[config.mk]
export PLATFORM = sky130hd
export DESIGN_NAME = sdram_arbit_flat
export DESIGN_NICKNAME = d
export VERILOG_FILES = /design/src/rtl/sdram_arbit_if.sv /design/src/rtl/sdram_arbit.sv /design/src/flat_wrapper.sv
export SDC_FILE = /design/constraint.sdc
export NUM_CORES = 1
export LEC_CHECK = 0
export CORE_MARGIN = 2
export CORE_UTILIZATION = 43
export CTS_CLUSTER_SIZE = 25
export DETAILED_ROUTE_END_ITERATION = 7
export PLACE_DENSITY = 0.86
export SLEW_MARGIN = 20
export SYNTH_ARGS = -nofsm -noshare
export SYNTH_HDL_FRONTEND = slang
export SYNTH_SLANG_ARGS = --single-unit
[constraint.sdc]
create_clock -name sclk -period 4 [get_ports sclk]
set_input_delay 0.4 -clock sclk [delete_from_list [all_inputs] [get_ports sclk]]
set_output_delay 0.4 -clock sclk [all_outputs]
set_load 0.1 [all_outputs]
[src/rtl/sdram_arbit_if.sv]
// rtl/sdram_arbit_if.sv - sequencer-side and pin-side signal bundle for sdram_arbit
interface sdram_arbit_if;
    logic        init_end;
    logic [3:0]  init_cmd;
    logic [11:0] init_addr;

    logic        ref_req;
    logic        ref_end;
    logic [3:0]  ref_cmd;
    logic [11:0] ref_addr;
    logic        ref_en;

    logic        wr_req;
    logic        wr_end;
    logic [3:0]  wr_cmd;
    logic [11:0] wr_addr;
    logic [1:0]  wr_bank;
    logic [15:0] wr_data;
    logic        wr_en;

    logic        rd_req;
    logic        rd_end;
    logic [3:0]  rd_cmd;
    logic [11:0] rd_addr;
    logic [1:0]  rd_bank;
    logic        rd_en;

    logic        sdram_cke;
    logic [3:0]  sdram_cmd;
    logic [11:0] sdram_addr;
    logic [1:0]  sdram_ba;
    logic [15:0] sdram_dq_out;
    logic        sdram_dq_oe;
    logic        grant_err;

    // Sequencers and pin consumer side
    modport master (
        output init_end, init_cmd, init_addr,
        output ref_req, ref_end, ref_cmd, ref_addr,
        output wr_req, wr_end, wr_cmd, wr_addr, wr_bank, wr_data,
        output rd_req, rd_end, rd_cmd, rd_addr, rd_bank,
        input  ref_en, wr_en, rd_en,
        input  sdram_cke, sdram_cmd, sdram_addr, sdram_ba,
        input  sdram_dq_out, sdram_dq_oe, grant_err
    );

    // Arbiter side
    modport slave (
        input  init_end, init_cmd, init_addr,
        input  ref_req, ref_end, ref_cmd, ref_addr,
        input  wr_req, wr_end, wr_cmd, wr_addr, wr_bank, wr_data,
        input  rd_req, rd_end, rd_cmd, rd_addr, rd_bank,
        output ref_en, wr_en, rd_en,
        output sdram_cke, sdram_cmd, sdram_addr, sdram_ba,
        output sdram_dq_out, sdram_dq_oe, grant_err
    );
endinterface

[src/rtl/sdram_arbit.sv]
// rtl/sdram_arbit.sv - SDRAM command arbiter: init, refresh, write, read onto registered pins
// Optional feature macro: ARBIT_RR_EN (write/read round-robin instead of write priority).
module sdram_arbit #(
    parameter int unsigned GRANT_TIMEOUT = 1023
) (
    input  logic        sclk,
    input  logic        s_rst_n,
    sdram_arbit_if.slave bus
);
    localparam logic [3:0]  CMD_NOP      = 4'b0111;
    localparam logic [15:0] TIMEOUT_LAST = 16'(GRANT_TIMEOUT - 1);

    typedef enum logic [2:0] {
        S_INIT  = 3'd0,
        S_ARBIT = 3'd1,
        S_AREF  = 3'd2,
        S_WRITE = 3'd3,
        S_READ  = 3'd4
    } state_t;

    state_t      state_q, state_d;
    logic [15:0] cnt_q, cnt_d;
    logic        grant_err_q, grant_err_d;
    logic [3:0]  cmd_q, cmd_d;
    logic [11:0] addr_q, addr_d;
    logic [1:0]  ba_q, ba_d;
    logic [15:0] dq_q, dq_d;
    logic        oe_q, oe_d;
    logic        pick_rd;
    logic        timeout;

`ifdef ARBIT_RR_EN
    // 1 = last write/read grant was READ
    logic last_rw_q, last_rw_d;

    assign pick_rd = bus.rd_req && !last_rw_q;

    always_comb begin
        last_rw_d = last_rw_q;
        if (state_q == S_ARBIT && state_d == S_WRITE) last_rw_d = 1'b0;
        if (state_q == S_ARBIT && state_d == S_READ)  last_rw_d = 1'b1;
    end

    always_ff @(posedge sclk or negedge s_rst_n) begin
        if (!s_rst_n) last_rw_q <= 1'b1;
        else          last_rw_q <= last_rw_d;
    end
`else
    assign pick_rd = 1'b0;
`endif

    assign timeout = (cnt_q == TIMEOUT_LAST);

    always_comb begin
        state_d     = state_q;
        grant_err_d = grant_err_q;
        cnt_d       = '0;
        case (state_q)
            S_INIT:  if (bus.init_end) state_d = S_ARBIT;
            S_ARBIT: begin
                if (bus.ref_req)                state_d = S_AREF;
                else if (bus.wr_req && !pick_rd) state_d = S_WRITE;
                else if (bus.rd_req)            state_d = S_READ;
            end
            S_AREF, S_WRITE, S_READ: begin
                cnt_d = cnt_q + 16'd1;
                // Matching end flag wins over a coincident timeout
                if ((state_q == S_AREF  && bus.ref_end) ||
                    (state_q == S_WRITE && bus.wr_end)  ||
                    (state_q == S_READ  && bus.rd_end)) begin
                    state_d = S_ARBIT;
                end else if (timeout) begin
                    state_d     = S_ARBIT;
                    grant_err_d = 1'b1;
                end
            end
            default: state_d = S_INIT;
        endcase
    end

    always_comb begin
        cmd_d  = CMD_NOP;
        addr_d = '0;
        ba_d   = '0;
        dq_d   = '0;
        oe_d   = 1'b0;
        case (state_q)
            S_INIT: begin
                cmd_d  = bus.init_cmd;
                addr_d = bus.init_addr;
            end
            S_AREF: begin
                cmd_d  = bus.ref_cmd;
                addr_d = bus.ref_addr;
            end
            S_WRITE: begin
                cmd_d  = bus.wr_cmd;
                addr_d = bus.wr_addr;
                ba_d   = bus.wr_bank;
                dq_d   = bus.wr_data;
                oe_d   = 1'b1;
            end
            S_READ: begin
                cmd_d  = bus.rd_cmd;
                addr_d = bus.rd_addr;
                ba_d   = bus.rd_bank;
            end
            default: ;
        endcase
    end

    always_ff @(posedge sclk or negedge s_rst_n) begin
        if (!s_rst_n) begin
            state_q     <= S_INIT;
            cnt_q       <= '0;
            grant_err_q <= 1'b0;
            cmd_q       <= CMD_NOP;
            addr_q      <= '0;
            ba_q        <= '0;
            dq_q        <= '0;
            oe_q        <= 1'b0;
        end else begin
            state_q     <= state_d;
            cnt_q       <= cnt_d;
            grant_err_q <= grant_err_d;
            cmd_q       <= cmd_d;
            addr_q      <= addr_d;
            ba_q        <= ba_d;
            dq_q        <= dq_d;
            oe_q        <= oe_d;
        end
    end

    assign bus.ref_en       = (state_q == S_AREF);
    assign bus.wr_en        = (state_q == S_WRITE);
    assign bus.rd_en        = (state_q == S_READ);
    assign bus.sdram_cke    = 1'b1;
    assign bus.sdram_cmd    = cmd_q;
    assign bus.sdram_addr   = addr_q;
    assign bus.sdram_ba     = ba_q;
    assign bus.sdram_dq_out = dq_q;
    assign bus.sdram_dq_oe  = oe_q;
    assign bus.grant_err    = grant_err_q;
endmodule

[src/flat_wrapper.sv]
// flat-port wrapper written by rule: the top's interface ports become plain ports
module sdram_arbit_flat 
#(
    parameter int unsigned GRANT_TIMEOUT = 1023
)
  (sclk, s_rst_n, bus_init_end, bus_init_cmd, bus_init_addr, bus_ref_req, bus_ref_end, bus_ref_cmd, bus_ref_addr, bus_wr_req, bus_wr_end, bus_wr_cmd, bus_wr_addr, bus_wr_bank, bus_wr_data, bus_rd_req, bus_rd_end, bus_rd_cmd, bus_rd_addr, bus_rd_bank, bus_ref_en, bus_wr_en, bus_rd_en, bus_sdram_cke, bus_sdram_cmd, bus_sdram_addr, bus_sdram_ba, bus_sdram_dq_out, bus_sdram_dq_oe, bus_grant_err);
  sdram_arbit_if bus_i ();
  input  logic sclk;
  input  logic s_rst_n;
  input wire logic [$bits(bus_i.init_end)-1:0] bus_init_end;
  input wire logic [$bits(bus_i.init_cmd)-1:0] bus_init_cmd;
  input wire logic [$bits(bus_i.init_addr)-1:0] bus_init_addr;
  input wire logic [$bits(bus_i.ref_req)-1:0] bus_ref_req;
  input wire logic [$bits(bus_i.ref_end)-1:0] bus_ref_end;
  input wire logic [$bits(bus_i.ref_cmd)-1:0] bus_ref_cmd;
  input wire logic [$bits(bus_i.ref_addr)-1:0] bus_ref_addr;
  input wire logic [$bits(bus_i.wr_req)-1:0] bus_wr_req;
  input wire logic [$bits(bus_i.wr_end)-1:0] bus_wr_end;
  input wire logic [$bits(bus_i.wr_cmd)-1:0] bus_wr_cmd;
  input wire logic [$bits(bus_i.wr_addr)-1:0] bus_wr_addr;
  input wire logic [$bits(bus_i.wr_bank)-1:0] bus_wr_bank;
  input wire logic [$bits(bus_i.wr_data)-1:0] bus_wr_data;
  input wire logic [$bits(bus_i.rd_req)-1:0] bus_rd_req;
  input wire logic [$bits(bus_i.rd_end)-1:0] bus_rd_end;
  input wire logic [$bits(bus_i.rd_cmd)-1:0] bus_rd_cmd;
  input wire logic [$bits(bus_i.rd_addr)-1:0] bus_rd_addr;
  input wire logic [$bits(bus_i.rd_bank)-1:0] bus_rd_bank;
  output wire logic [$bits(bus_i.ref_en)-1:0] bus_ref_en;
  output wire logic [$bits(bus_i.wr_en)-1:0] bus_wr_en;
  output wire logic [$bits(bus_i.rd_en)-1:0] bus_rd_en;
  output wire logic [$bits(bus_i.sdram_cke)-1:0] bus_sdram_cke;
  output wire logic [$bits(bus_i.sdram_cmd)-1:0] bus_sdram_cmd;
  output wire logic [$bits(bus_i.sdram_addr)-1:0] bus_sdram_addr;
  output wire logic [$bits(bus_i.sdram_ba)-1:0] bus_sdram_ba;
  output wire logic [$bits(bus_i.sdram_dq_out)-1:0] bus_sdram_dq_out;
  output wire logic [$bits(bus_i.sdram_dq_oe)-1:0] bus_sdram_dq_oe;
  output wire logic [$bits(bus_i.grant_err)-1:0] bus_grant_err;
  assign bus_i.init_end = bus_init_end;
  assign bus_i.init_cmd = bus_init_cmd;
  assign bus_i.init_addr = bus_init_addr;
  assign bus_i.ref_req = bus_ref_req;
  assign bus_i.ref_end = bus_ref_end;
  assign bus_i.ref_cmd = bus_ref_cmd;
  assign bus_i.ref_addr = bus_ref_addr;
  assign bus_i.wr_req = bus_wr_req;
  assign bus_i.wr_end = bus_wr_end;
  assign bus_i.wr_cmd = bus_wr_cmd;
  assign bus_i.wr_addr = bus_wr_addr;
  assign bus_i.wr_bank = bus_wr_bank;
  assign bus_i.wr_data = bus_wr_data;
  assign bus_i.rd_req = bus_rd_req;
  assign bus_i.rd_end = bus_rd_end;
  assign bus_i.rd_cmd = bus_rd_cmd;
  assign bus_i.rd_addr = bus_rd_addr;
  assign bus_i.rd_bank = bus_rd_bank;
  assign bus_ref_en = bus_i.ref_en;
  assign bus_wr_en = bus_i.wr_en;
  assign bus_rd_en = bus_i.rd_en;
  assign bus_sdram_cke = bus_i.sdram_cke;
  assign bus_sdram_cmd = bus_i.sdram_cmd;
  assign bus_sdram_addr = bus_i.sdram_addr;
  assign bus_sdram_ba = bus_i.sdram_ba;
  assign bus_sdram_dq_out = bus_i.sdram_dq_out;
  assign bus_sdram_dq_oe = bus_i.sdram_dq_oe;
  assign bus_grant_err = bus_i.grant_err;
  sdram_arbit #(.GRANT_TIMEOUT(GRANT_TIMEOUT)) u_core (.sclk(sclk), .s_rst_n(s_rst_n), .bus(bus_i));
endmodule
==> impl_results.md, run 1 <==
- Status: complete, no violations
- Setup crit start kind: flip-flop
- Row count: 28
- Largest net degree at the start of global routing: 56
- Tot GR Track Use: 22.5%
- Final period util: 76.0%
- Max transition margin: 32.4%
- Leakage: 1.71 nW
- Syn Nets: 350
- # Post-CTS Setup Buffers: 0
- Tot Pwr: 2.79 mW
- Initial antenna violation count: 0
- Clock Path Buffers: 2
- Post-synthesis mux area share: 6.60%
- WP data required: 3.60 ns
- Dpl cell area: 3910 sq um
- Clock Sink Count: 55
- Total Wirelength: 7.19 mm
- Maximum VDD drop: 0.448 mV
- Gr ovfl total: 0
- Clock Skews: 0.0104 ns
- Layout area overhead: 55.4%
- Setup violators final: 0
- Max-cap check violation count: 0
- Synthesized area: 2580 sq um
- CP Max Fanout: 17
- Worst-Margin Slew: 1.01 ns
- Cell count after synthesis: 255
- Compound-Gate Fraction of Synth Area: 11.1%
- Final core occ: 68.5%
- Synth area leaders: dfrtp_1 50%, mux2i_1 6.6%, and3_1 4.4%
- Crit path DAT: 2.64 ns
- Die height: 81.4 um
- Post-synth top area share: 50.5%
- Chip width: 81.4 um
- Class of the worst hold path: primary input to async pin
- CTS buffer count: 5
- CTS Root Cell: clkbuf_8
- Hold Fails Final Rpt: 0
- Register area share after synthesis: 53.5%
- Pwr/cell area: 698 nW/um^2
- Hold_buf cts: 0
- Clk_lat worst skew: 0.32 ns
- Syn avg cell area: 10.1 sq um
- FF+latch area: 1380 sq um
- YS warnings: 0
- Setup TNS: 0 ns
- Layout cells sized above 1: 6.32%
- Iteration-0 DRC Markers: 134
- Crit Path Class: flip-flop to primary output
- Synth Area in XOR/XNOR: 3.74%
- Post-Place Setup Slack: 1.35 ns
- Multi-input logic area: 1090 sq um
- Unrepaired setup endpoints after global routing: no
- Primary FF master, synth: dfrtp_1
- Yosys reg bits: 55
- Global-route wire length before repair: 11.2 mm
- Setup crit end kind: primary output
- Yosys cell types: 44
- # IOs: 133
- Clock transition at the registers of the reported paths: 0.10 ns
- Final setup margin: 0.960 ns
- Post_cts resized: 0
- Largest family of logic cells by synthesized area: simple AND/OR/NAND/NOR gates
- Max Fclk: 329 MHz
- Adder-Cell Fraction of Synth Area: 0.971%
- CTS tree: yes
- N_diodes: 0
- Asr flop ratio synth: 100%
- Post-route minimum period: 3.04 ns
- DRT Pass-1 Iters: 4
- Vias in the first global route: 2434
- Final ANT Viol Nets: 0
- Fin nets: 474
- Placer Congestion: 0.778
- Starting Density: 44.1%
- Simple logic cell fraction of the synthesized area: 19.8%
- Avg WL per Cell: 15.8 um
- Drt via density: 5.24
- H-Tree Depth: 2
- Placeable core area: 5850 sq um
- # port buffers: 131
- Post-synth EDFFs: 0
- Die ar.: 6630 sq um
- Largest area contributor in the netlist: dfrtp_1
- Fin. max-slew vios: 0
- Fill cell count: 444
- DRC: 0
- Routed vias: 2382
- Fin area: 4010 sq um
- DP HPWL: 5.50 mm
==> report_power, final <==
| group | total [mW] | internal [mW] | leakage (nW) | switching [mW] |
|---|---|---|---|---|
| Sequential | 0.769 | 0.695 | 0.727 | 0.0748 |
| Clock | 0.317 | 0.126 | 0.0408 | 0.191 |
| Combinational | 1.71 | 0.452 | 0.945 | 1.26 |
| Total | 2.79 | 1.27 | 1.71 | 1.52 |
==> layout by cell type, fill, tap and decap left out, types with 2 or more instances in the layout <==
cell type,count
clkdlybuf4s50_1,127
dfrtp_1,52
nor2_1,28
a21oi_1,20
nand2_1,18
and3_1,18
mux2i_1,17
o21ai_0,15
nand3_1,7
xor2_1,7
buf_4,7
nand4_1,6
clkbuf_8,5
xnor2_1,4
inv_1,4
and2_1,3
nor3_1,3
o22a_1,3
dfstp_2,3
nor2b_1,2
or3_1,2
nor4_1,2
a22o_1,2
nor4b_1,2
ha_1,2
clkinvlp_4,2
==> sequential cells by signal, indices dropped and copies added, names as in the netlist <==
signal and count:
u_core.bus.sdram_dq_out 16, u_core.bus.grant_err 1, u_core.bus.sdram_addr 12, u_core.bus.sdram_ba 2, u_core.bus.sdram_cmd 4, u_core.bus.sdram_dq_oe 1, u_core.state_q 3, u_core.cnt_q 16
==> final cells by class <==
type	count	share of cell area, %
Multi-Input combinational cell	177	27.2
Inverter	5	0.469
Clock buffer	5	1.72
Sequential cell	55	34.5
Clock inverter	3	0.594
Timing Repair Buffer	135	33.2
Tap cell	75	2.34
==> worst paths after layout <==
| path | slack [ns] | from | cells after the start | end |
|---|---|---|---|---|
| setup reg to reg | 1.31 | u_core.state_q[1] | 5 | u_core.cnt_q[9] |
| setup / recovery | 0.96 | u_core.state_q[1] | 5 | bus_ref_en |
| hold / removal | 0.20 | s_rst_n | 2 | u_core.bus.sdram_cmd[3] |
| max in group asynchronous | 3.35 | s_rst_n | 2 | u_core.cnt_q[15] |
| min in group sclk | 0.53 | u_core.bus.grant_err | 1 | u_core.bus.grant_err |
| hold reg to reg | 0.53 | u_core.bus.grant_err | 1 | u_core.bus.grant_err |
==> cell usage after synthesis (all sizes together) (7+ instances only) <==
master,instances
nand2,18
and3,18
clkbuf,8
nand3,7
a21oi,20
mux2i,17
xor2,7
dfrtp,52
nand4,7
buf,10
nor2,29
o21ai,15
==> metrics by stage <==
step / hold WS [ns] / cells
floorplan: 0.104 / 255
global placement: 0.508 / 447
detailed placement: 0.513 / 447
CTS: 0.225 / 455
global route: 0.272 / 455
finish: 0.204 / 455
==> critical path, cell delays in order, from the launching register on <==
cell and delay (ns):
dfrtp_1 0.64, buf_4 0.32, nor2b_1 0.66, buf_4 0.26, and2_1 0.13, buf_4 0.29
==> routing by layer <==
metal	routed length (um)	GRT usage, %
met5	0	0
met4	202	9.15
met3	505	5.60
met2	3800	40.4
met1	2680	25.3
==> cell families (layout without fill, tap and decap cells) <==
group	Yosys count	count (layout)
AOI/OAI and AO/OA	48	48
xor gates and xnor gates	11	11
adders and majority gates	2	2
buffers and inverters	23	148
DFF	55	55
muxes	17	17
other	1	1
and+or+nand+nor	98	98
No activity file was read; power rests on OpenSTA's default activity.
==> run 2, diff against run 1 <==
CORE_UTILIZATION = 40   (was 43)
PLACE_DENSITY = 0.81   (was 0.86)
clock period = 3.14 ns   (was 4 ns; I/O delays follow)
==> impl_results.md, run 2 (synthesized netlist as in run 1, its figures left out) <==
- Status: complete, no violations
- Clock Sink Count: 55
- Unrepaired setup endpoints after global routing: no
- Reg power frac: 26.5%
- Final setup margin: 0.664 ns
- Max Fclk: 404 MHz
- Worst path max stage delay: 0.61 ns
- P_int: 1.68 mW
- Logic gate share of total power: 62.2%
- # IOs: 133
- CTS buffer count: 5
- Setup crit start kind: flip-flop
- Initial antenna violation count: 0
- Final core occ: 64.4%
- Row count: 29
- CTS tree: yes
- Final std cells w/o fill: 457
- Layout area overhead: 56.9%
- H-Tree Depth: 2
- Max transition margin: 32.1%
- Final ANT Viol Nets: 0
- # port buffers: 131
- DP HPWL: 5.24 mm
- Fin area: 4050 sq um
- Largest net degree at the start of global routing: 44
- Total Wirelength: 6.88 mm
- Setup violators final: 0
- DRC: 0
- Post-Place Cells: 449
- Family with the most delay on the worst path: buffers and inverters
- Post_cts resized: 0
- Post-Place Setup Slack: 0.725 ns
- Post-route minimum period: 2.48 ns
- Setup crit end kind: primary output
- Sw Pwr: 1.91 mW
- Chip width: 84.3 um
- Setup TNS: 0 ns
- Max-cap check violation count: 0
- Placeable core area: 6280 sq um
- Hold_buf cts: 0
- Vias in the first global route: 2387
- Die height: 84.3 um
- Avg WL per Cell: 15.1 um
- CTS Root Cell: clkbuf_8
- Crit Path Class: flip-flop to primary output
- Leakage: 1.73 nW
- # Post-CTS Setup Buffers: 0
- WP data required: 2.83 ns
- Iteration-0 DRC Markers: 151
- Clk_lat worst skew: 0.29 ns
- Die ar.: 7100 sq um
- CP max stage cell: dfrtp_1
- Placer Congestion: 0.807
- Maximum VDD drop: 0.578 mV
- Sw Share: 53.1%
- Final period util: 78.9%
- N_diodes: 0
- Starting Density: 41.1%
- Fin. max-slew vios: 0
- Global-route wire length before repair: 11.1 mm
- Worst-path cell chain: or3b_1 > clkinv_1 > buf_12
- Pwr/cell area: 888 nW/um^2
- Clock transition at the registers of the reported paths: 0.09 ns
- Commonest non-fill, non-tap cell in the layout: clkdlybuf4s50_1
- Clock Path Buffers: 2
- Worst-Margin Slew: 1.02 ns
- Class of the worst hold path: primary input to async pin
- Hold Fails Final Rpt: 0
- Clock Skews: 0.00476 ns
- Crit path DAT: 2.16 ns
- DRT Pass-1 Iters: 4
- Crit path buf inv count: 2
- Dpl cell area: 3950 sq um
- Tot GR Track Use: 19.3%
- CP Max Fanout: 21
- Most frequent cells in the layout: 124 x clkdlybuf4s50_1, 52 x dfrtp_1, 28 x nor2_1, 20 x a21oi_1
- Routed vias: 2350
- Fin nets: 474
- Clock share of power: 11.4%
- Drt via density: 5.14
- Layout cells sized above 1: 6.84%
- Gr ovfl total: 0
-- run 2: changes by cell type in the layout (fill, tap and decap cells not counted), sizes merged --
cell and delta:
inv -1, buf +3, clkdlybuf4s50 -3, clkbuf +3, clkinvlp -2
-- run 2: power by group through the flow --
stage | sequential (mW) | clock (mW) | combinational, mW
after floorplan | 2.00 | 0 | 0.607
after global placement | 0.965 | 0 | 2.22
after detailed placement | 0.970 | 0 | 2.24
after CTS | 0.955 | 0.421 | 2.25
after global routing | 0.969 | 0.446 | 2.33
final | 0.952 | 0.408 | 2.23
-- run 2: metrics by stage --
step | total power, mW | hold WS, ns
after floorplan | 2.61 | 0.0184
after global placement | 3.19 | 0.434
after detailed placement | 3.21 | 0.435
after CTS | 3.63 | 0.105
after global routing | 3.74 | 0.160
final | 3.59 | 0.0836
-- run 2: final timing paths --
check / from / end / slack, ns / cells after the start
worst max-delay path: u_core.state_q[2] / bus_rd_en / 0.66 / 3
worst min-delay path: s_rst_n / u_core.bus.sdram_addr[9] / 0.08 / 1
worst max register to register: u_core.state_q[2] / u_core.cnt_q[11] / 0.71 / 4
worst min register to register: u_core.bus.grant_err / u_core.bus.grant_err / 0.49 / 1
max in group asynchronous: s_rst_n / u_core.bus.grant_err / 2.30 / 2
min in group sclk: u_core.bus.grant_err / u_core.bus.grant_err / 0.49 / 1
-- run 2: metal layers --
layer	global-route usage, %	part of all wire [%]
met1	24.6	41
met2	32.6	51
met3	4.52	5.7
met4	6.30	2.3
met5	0	0
-- run 2: final cells by class --
class	instances	area (sq um)
clock buffers	8	100
repair buffers	135	1360
flip-flops and latches	55	1380
multi-input cells	177	1090
well taps	77	96.3
fillers	510	2230
inverters	5	18.8
